==> config.mk <==
export PLATFORM = sky130hd
export DESIGN_NAME = gpio_in_filter
export DESIGN_NICKNAME = d
export VERILOG_FILES = /design/src/rtl/gpio_in_filter.sv
export SDC_FILE = /design/constraint.sdc
export NUM_CORES = 1
export LEC_CHECK = 0
export CAP_MARGIN = 20
export CORE_MARGIN = 5
export CORE_UTILIZATION = 53
export CTS_BUF_LIST = sky130_fd_sc_hd__clkbuf_4 sky130_fd_sc_hd__clkbuf_8 sky130_fd_sc_hd__clkbuf_16
export DETAILED_ROUTE_END_ITERATION = 10
export PLACE_DENSITY = 0.89
export SYNTH_ARGS = -nofsm -noshare
export SYNTH_HDL_FRONTEND = slang
export SYNTH_SLANG_ARGS = --single-unit
==> constraint.sdc <==
create_clock -name clk -period 1.8 [get_ports clk]
set_clock_uncertainty 0.1 [all_clocks]
set_input_delay 0.36 -clock clk [delete_from_list [all_inputs] [get_ports clk]]
set_output_delay 0.36 -clock clk [all_outputs]
set_load 0.1 [all_outputs]
==> src/rtl/gpio_in_filter.sv <==
// rtl/gpio_in_filter.sv - GPIO pad synchroniser, per-bit debouncer and edge detector.
// Optional edge-latched pending/irq logic is built when GPIO_IN_FILTER_EDGE_IRQ_EN is defined.
module gpio_in_filter #(
    parameter int WIDTH = 8,
    parameter int SYNC_STAGES = 2,
    parameter int DEBOUNCE_CYCLES = 16,
    parameter logic [WIDTH-1:0] RST_VAL = '0
) (
    input  logic             clk,
    input  logic             rstn,
    input  logic [WIDTH-1:0] pad_i,
    input  logic             bypass,
    output logic [WIDTH-1:0] o,
    output logic [WIDTH-1:0] rise,
    output logic [WIDTH-1:0] fall,
    output logic [WIDTH-1:0] pending,
    input  logic [WIDTH-1:0] irq_clr,
    output logic             irq
);

    localparam int CW = $clog2(DEBOUNCE_CYCLES + 1);
    localparam logic [CW-1:0] CNT_MAX = CW'(DEBOUNCE_CYCLES - 1);

    logic [WIDTH-1:0] sync_q [SYNC_STAGES];
    logic [WIDTH-1:0] s;
    logic [CW-1:0]    cnt      [WIDTH];
    logic [CW-1:0]    cnt_next [WIDTH];
    logic [WIDTH-1:0] o_next;

    always_ff @(posedge clk or negedge rstn) begin
        if (!rstn) begin
            for (int k = 0; k < SYNC_STAGES; k++) sync_q[k] <= RST_VAL;
        end else begin
            sync_q[0] <= pad_i;
            for (int k = 1; k < SYNC_STAGES; k++) sync_q[k] <= sync_q[k-1];
        end
    end

    assign s = sync_q[SYNC_STAGES-1];

    // A bit is accepted only after it has differed from o for DEBOUNCE_CYCLES edges in a row.
    always_comb begin
        o_next = o;
        for (int b = 0; b < WIDTH; b++) begin
            cnt_next[b] = '0;
            if (bypass) begin
                o_next[b] = s[b];
            end else if (s[b] != o[b]) begin
                if (cnt[b] == CNT_MAX) o_next[b] = s[b];
                else                   cnt_next[b] = cnt[b] + 1'b1;
            end
        end
    end

    always_ff @(posedge clk or negedge rstn) begin
        if (!rstn) begin
            o    <= RST_VAL;
            rise <= '0;
            fall <= '0;
            for (int b = 0; b < WIDTH; b++) cnt[b] <= '0;
        end else begin
            o    <= o_next;
            rise <= o_next & ~o;
            fall <= ~o_next & o;
            for (int b = 0; b < WIDTH; b++) cnt[b] <= cnt_next[b];
        end
    end

`ifdef GPIO_IN_FILTER_EDGE_IRQ_EN
    // Set terms come from the same next-state edges that load rise/fall, so set beats clear.
    always_ff @(posedge clk or negedge rstn) begin
        if (!rstn) pending <= '0;
        else       pending <= (pending & ~irq_clr) | (o_next ^ o);
    end

    assign irq = |pending;
`else
    logic unused_irq_clr;

    assign unused_irq_clr = ^irq_clr;
    assign pending        = '0;
    assign irq            = 1'b0;
`endif

endmodule

; Word level (Yosys, flattened, before mapping)
; Index checks and enable logic that the tools add are counted.
[op_classes]
n_addsub = 8
muxes = 48
eq_ne = 16
bitwise_logic = 4
[ops]
columns = cell, n
row1 = $mux W5, 24
row2 = $add A5 B1 Y5 const B, 8
row3 = $eq A5 B4 Y1 const B, 8
row4 = $mux W1, 24
row5 = $and A8 B8 Y8, 2
row6 = $not A8 Y8, 2
row7 = $ne A1 B1 Y1, 8
[word_totals]
word_cells = 89
input_bits = 19
regBits = 80

; Depth between registers and ports, before layout
; Gate-level depths: netlist (run 1).
[depth]
depth_word = 6
depth_mapped = 4
mapped_depth_nobuf = 4

; Least setup slack after synthesis (run 1)
; OpenSTA, ideal clock, no wires.
[synth_timing]
path_type = flip-flop to flip-flop
from = register o[1]
to = register cnt[30] in the netlist's numbering
path_slack_ps = 136
setup_ps = 86
t_required_ps = 1614
arrival_ps = 1478
stages_incl_launch_ff = 4
path_buffers = 0
cell_sequence = dfrtp_1 -> nand2b_1 -> a21o_1 -> nor3_1
[synth_rtl]
columns = element, line
row1 = from (decl), 13  ; output logic [WIDTH-1:0] o,
row2 = from (signal assigned), 62  ; o <= o_next;
row3 = to (decl), 26  ; logic [CW-1:0] cnt [WIDTH];

; Worst setup path after layout (run 1)
[layout_timing]
from = register cnt[25] in the netlist's numbering
to = register o[2]
[layout_via]
elab_chain_len = 4
[layout_lines]
columns = element, line
row1 = $eq A5 B4 Y1, 49  ; if (cnt[b] == CNT_MAX) o_next[b] = s[b];
row2 = $mux W1, 49
row3 = $mux W1, 48  ; end else if (s[b] != o[b]) begin
row4 = $mux W1, 46  ; if (bypass) begin
row5 = named net o_next[2], 28  ; logic [WIDTH-1:0] o_next;
; The timed path passes the listed nets, and every way through them passes these cells.

==> results.tsv, run 1 <==
stage	metric	value	unit
run_status	status	finished, final reports clean	
layout	fin nets	337	
synth	ys flop type	dfrtp_1	
routing	total wire length	5820	microns
flow_run	max_cap viols	0	
clocking	clk slew on worst S/H paths	0.08	ns
layout	share of cells above drive strength 1	25.5	%
global_route	vias in the first global route	2195	
clocking	worst-skew pair later-pin latency	0.34	ns
power	Gate power share	19.4	%
routing	Wirelength per Cell	15.0	microns
place	GPL Wtd Cong	0.760	
global_route	largest net degree at the start of global routing	38	
place	DP Worst Slack	0.0484	ns
place	HPWL Detailed	4050	microns
global_route	global-route wire length before repair	10200	microns
min_path	hold path start	sync_q[12]	
timing	final worst path period share	89.6	%
global_route	GR Overflow Total	0	
power	worst vdd ir	0.542	mV
min_path	hold path cells	0	
critical_path	CP Class	register to register	
layout	most frequent cells in the layout	80 x dfrtp_1, 28 x nand2b_1, 27 x nor2_1	
critical_path	Worst path depth	4	
floorplanning	I/O pin count	52	
routing	DR pass1 iterations	4	
synth	synth warn	0	
layout	Util after Layout	69.9	%
floorplanning	site row count	28	
synth	Synth cell types	27	
critical_path	crit end category	register	
clocking	CTS tree	built	
power	P_leak	1.87	nW
synth	Synth Register Bits	80	
floorplanning	Die H	89.1	microns
timing	TNS Setup	0	ns
synth	Avg Cell Area, Syn	12.7	sq um
min_path	WHS Endpoint	s[4]	
floorplanning	Die X-Extent	89.1	microns
critical_path	family with the most delay on the worst path	flip-flops	
timing	# setup viols final	0	
timing	RSZ-0062 raised after global routing	no	
power	Reg power frac	50.6	%
routing	vias	2061	
clocking	CTS Buffer Depth	2	
floorplanning	Initial Util	55.3	%
critical_path	R2R Path End	o[2]	
clocking	CTS sink cnt	80	
timing	final setup margin	0.186	ns
critical_path	CP Data Required Time	1.93	ns
routing	drt via density	5.30	
synth	Post-Syn Instances	261	
critical_path	R2R setup slack	0.19	ns
clocking	CTS H-tree lvls	3	
floorplanning	die area	7940	sq um
power	switching part of the total	30.4	%
layout	Final Cell Area	4190	sq um
timing	Slew Limit Fails	0	
power	Power, Total	0.00387	W
timing	Final Hold Fails	0	
clocking	number of setup buffers added after CTS	0	
timing	min cycle time layout	1.61	ns
layout	commonest non-fill, non-tap cell in the layout	dfrtp_1	
global_route	antenna violations before repair	0	
floorplanning	core area	5990	sq um
routing	drt initial violations	98	
place	Placed Area	4010	sq um
timing	Achievable Freq	0.620	GHz
power	clock power share	29.9	%
critical_path	crit-path max cell delay	0.43	ns
critical_path	path depth of the worst reg2reg path	4	
synth	post-synthesis sequential area ratio	60.4	%
critical_path	crit path buf inv count	0	
critical_path	CP max stage cell	dfrtp_1	
synth	asr flop ratio synth	100	%
min_path	Hold Path Class	register to register	
clocking	Inserted Clock Buffers	9	
global_route	Tot GR Track Use	17.1	%
power	Int Pwr	0.00270	W
layout	Inserted Diodes	0	
critical_path	critical-path cell list	ha_1 > and4b_4 > nor2_2 > mux2_4	
layout	Layout Area Growth over Synthesis	26.3	%
synth	Syn Std Cell Area	3320	sq um
synth	EDFF count, synth	0	
place	Port Buffers	34	
critical_path	crit-path max FO	4	
routing	Routed Antenna Nets	0	
clocking	CTS root buffer	clkbuf_8	
power	PwrDens	925	nW/um^2
critical_path	crit start category	register	
critical_path	FF-to-FF Start	cnt[25]	
routing	DRC errors left	0	
power	Switch Pwr	0.00118	W
critical_path	crit path DAT	1.75	ns
## logic make-up after synthesis
logic type	share of synthesized area, %
other	0.113
AOI/OAI and AO/OA	3.36
DFF	60.4
adders and majority gates	3.02
xor gates and xnor gates	2.64
buffers and inverters	2.41
and+or+nand+nor	24.5
muxes	3.62
## cell usage after synthesis, types with 7 or more instances
master,count,share of area [%]
a21o_1,7,1.6
a31oi_1,7,1.3
buf_4,10,2.3
dfrtp_1,80,60
ha_1,8,3.0
mux2_4,8,3.6
nand2_1,13,1.5
nand2b_1,28,5.3
nand3_1,16,2.4
nand4b_1,7,1.8
nor2_1,27,3.1
nor2_2,7,1.3
xnor2_1,8,2.1
## metal layers
layer	routed length, microns	global-route usage [%]	vias to the layer above
met5	0	0	-
met4	162	9.20	0
met1	2400	20.7	1010
li1	-	-	979
met3	260	3.41	18
met2	2990	28.7	54
## per-stage QoR
stage | instances | hold slack, ns
3_3_place_gp | 373 | 0.205
6_report | 389 | 0.251
5_1_grt | 389 | 0.260
3_5_place_dp | 373 | 0.212
4_1_cts | 389 | 0.252
2_1_floorplan | 269 | -0.0356
## state kept, by name (all words and copies together) (netlist names)
register / cells
cnt: 40
fall: 8
o: 8
rise: 8
s: 8
sync_q: 8
## layout make-up
type,count,area (sq um)
multi-input cells,178,1260
flip-flops and latches,80,2000
clock buffers,11,151
clock inverters,4,20.0
fillers,394,1800
repair buffers,41,658
well taps,75,93.8
## worst max-delay path by stage
stage / start / to / slack (ns)
CTS: cnt[25] / o[2] / 0.19
global route: cnt[5] / o[6] / 0.11
floorplan: o[1] / cnt[30] / 0.14
detailed placement: bypass / o[2] / 0.05
global placement: bypass / o[6] / 0.11
finish: cnt[25] / o[2] / 0.19
## power groups by stage
stage / Combinational, W / Clock [W] / Sequential (W)
final: 0.000753 / 0.00116 / 0.00196
after global routing: 0.000791 / 0.00127 / 0.00197
after CTS: 0.000759 / 0.00118 / 0.00196
after detailed placement: 0.000754 / 0 / 0.00199
after global placement: 0.000740 / 0 / 0.00199
after floorplan: 0.000243 / 0 / 0.00223
## repair_timing
item,CTS,global route
endpoints found under the hold margin,28,0
hold buffers,1,0
resized for setup,0,0
No activity file was read; power rests on OpenSTA's default activity.
==> inputs of run 2 (changes only) <==
RECOVER_POWER = 100   (was not set)
==> run 2 against run 1 <==
  * Worst setup slack worse by 0.025 ns
  * Register-to-register slack got worse by 0.03 ns
  * Sequential share of layout area up 6.2 points
  * Final cell count unchanged
  * Highest routed layer unchanged
==> results.tsv, run 2 (synthesis results as in run 1) <==
stage	metric	value	unit	change
timing	final worst path period share	91.0	%	+1.4 points
clocking	CTS H-tree lvls	3		unchanged
clocking	Inserted Clock Buffers	9		unchanged
critical_path	crit end category	output port		
critical_path	CP max stage cell	buf_2		
global_route	global-route wire length before repair	10200	microns	unchanged
global_route	largest net degree at the start of global routing	38		unchanged
power	Power, Total	0.00370	W	-4.4%
place	HPWL Detailed	4050	microns	unchanged
timing	final setup margin	0.161	ns	-0.0251 ns
critical_path	crit path buf inv count	1		+1
timing	TNS Setup	0	ns	unchanged
routing	drt via density	5.22		-1.5%
floorplanning	I/O pin count	52		unchanged
flow_run	max_cap viols	0		unchanged
critical_path	crit path DAT	1.18	ns	-0.57 ns
floorplanning	site row count	28		unchanged
timing	max_slew headroom	50.5	%	
layout	most frequent cells in the layout	80 x dfrtp_1, 31 x nor2_1, 28 x nand2b_1		
clocking	worst-skew pair later-pin latency	0.34	ns	about the same
critical_path	path depth of the worst reg2reg path	4		unchanged
global_route	vias in the first global route	2195		unchanged
critical_path	Worst path depth	1		-3
critical_path	CP Data Required Time	1.34	ns	-0.59 ns
routing	total wire length	5880	microns	+1.1%
layout	fillers	471		+20%
critical_path	critical-path cell list	buf_2		
place	Port Buffers	34		unchanged
global_route	GR Overflow Total	0		unchanged
floorplanning	die area	7940	sq um	unchanged
place	DP Worst Slack	0.0484	ns	unchanged
layout	Inserted Diodes	0		unchanged
global_route	antenna violations before repair	0		unchanged
power	P_leak	1.71	nW	-8.7%
floorplanning	Die H	89.1	microns	unchanged
routing	drt initial violations	98		unchanged
power	PwrDens	999	nW/um^2	+8.0%
timing	Final Hold Fails	0		unchanged
global_route	Tot GR Track Use	17.1	%	unchanged
timing	RSZ-0062 raised after global routing	no		
clocking	CTS Buffer Depth	2		unchanged
power	worst vdd ir	0.532	mV	-1.7%
critical_path	crit-path max cell delay	0.45	ns	+0.02 ns
timing	min cycle time layout	1.64	ns	+0.0251 ns
clocking	CTS tree	built		
floorplanning	Initial Util	55.3	%	unchanged
critical_path	crit-path max FO	4		unchanged
clocking	CTS root buffer	clkbuf_8		
routing	DR pass1 iterations	4		unchanged
min_path	Hold Path Class	register to register		
critical_path	crit start category	register		
layout	share of cells above drive strength 1	18.5	%	-7.0 points
timing	Achievable Freq	0.610	GHz	-1.5%
layout	commonest non-fill, non-tap cell in the layout	dfrtp_1		
layout	max reg flops	40		unchanged
routing	vias	2030		-1.5%
routing	DRC errors left	0		unchanged
timing	worst-margin pin slew	0.742	ns	
min_path	hold path cells	0		unchanged
timing	Slew Limit Fails	0		unchanged
timing	# setup viols final	0		unchanged
layout	Most flops, register	cnt		
place	GPL Wtd Cong	0.760		unchanged
floorplanning	core area	5990	sq um	unchanged
clocking	clk slew on worst S/H paths	0.07	ns	about the same
critical_path	family with the most delay on the worst path	buffers and inverters		
layout	fin nets	337		unchanged
routing	Routed Antenna Nets	0		unchanged
routing	Wirelength per Cell	15.1	microns	+1.1%
layout	Layout Area Growth over Synthesis	11.8	%	
clocking	CTS sink cnt	80		unchanged
critical_path	CP Class	register to output port		
run_status	status	finished, final reports clean		
floorplanning	Die X-Extent	89.1	microns	unchanged
clocking	post-CTS sizing	0		unchanged
## run 2: cell count changes in the layout (fill, tap and decap cells not counted), moves of 6 or more
cell and change:
nor3_2 -6, nor3b_2 -6, mux2_4 -8, buf_12 -26, clkbuf_4 +6, nor3_1 +6, clkdlybuf4s50_1 -8, clkbuf_2 +18
dlygate4sd3_1 +8, nor3b_1 +6
## run 2: power by group
group | leakage [nW] | switching [W] | internal (W)
logic | 0.568 | 0.000486 | 0.000120
clock network | 0.0947 | 0.000601 | 0.000559
registers | 1.05 | 0.0000625 | 0.00188
total | 1.71 | 0.00115 | 0.00255
## run 2: path summary, 6_finish.rpt
check / start / end / slack (ns)
min reg2reg: sync_q[12] / s[4] / 0.25
max reg2reg: cnt[10] / o[5] / 0.16
min: sync_q[12] / s[4] / 0.25
min in group asynchronous: rstn / fall[2] / 0.51
max in group asynchronous: rstn / cnt[32] / 0.33
max: o[5] / o[5] / 0.16
## run 2: metrics by stage
step	hold WS, ns	cell area [sq um]	utilization [%]	instances
global placement	0.205	4010	66.9	373
finish	0.251	3710	61.9	389
global route	0.260	3710	61.9	389
CTS	0.252	4190	69.9	389
floorplan	-0.0356	3350	-	269
detailed placement	0.212	4010	66.9	373
## run 2: layer usage
layer	vias to the layer above	global-route usage [%]	share of wire (%)
li1	981	-	-
met2	37	28.7	51
met4	0	9.20	2.4
met3	13	3.41	4.5
met1	999	20.7	42
met5	-	0	0
## run 2: cell type report
type,instances,area (sq um),area share (%)
clock buffers,11,151,4.08
multi-input cells,178,1160,31.4
repair buffers,41,278,7.49
clock inverters,4,20.0,0.540
flip-flops and latches,80,2000,54.0
well taps,75,93.8,2.53
## run 2: worst reg2reg max path: stages (launching register included)
cell and delay (ns):
dfrtp_1 0.42, ha_1 0.26, and4b_4 0.21, nor2_1 0.17
mux2_2 0.36
## run 2: timing repair
action | in CTS | in global routing
hold endpoints to repair | 28 | 0
buffers inserted | 0 | 0
hold buffers | 1 | 0
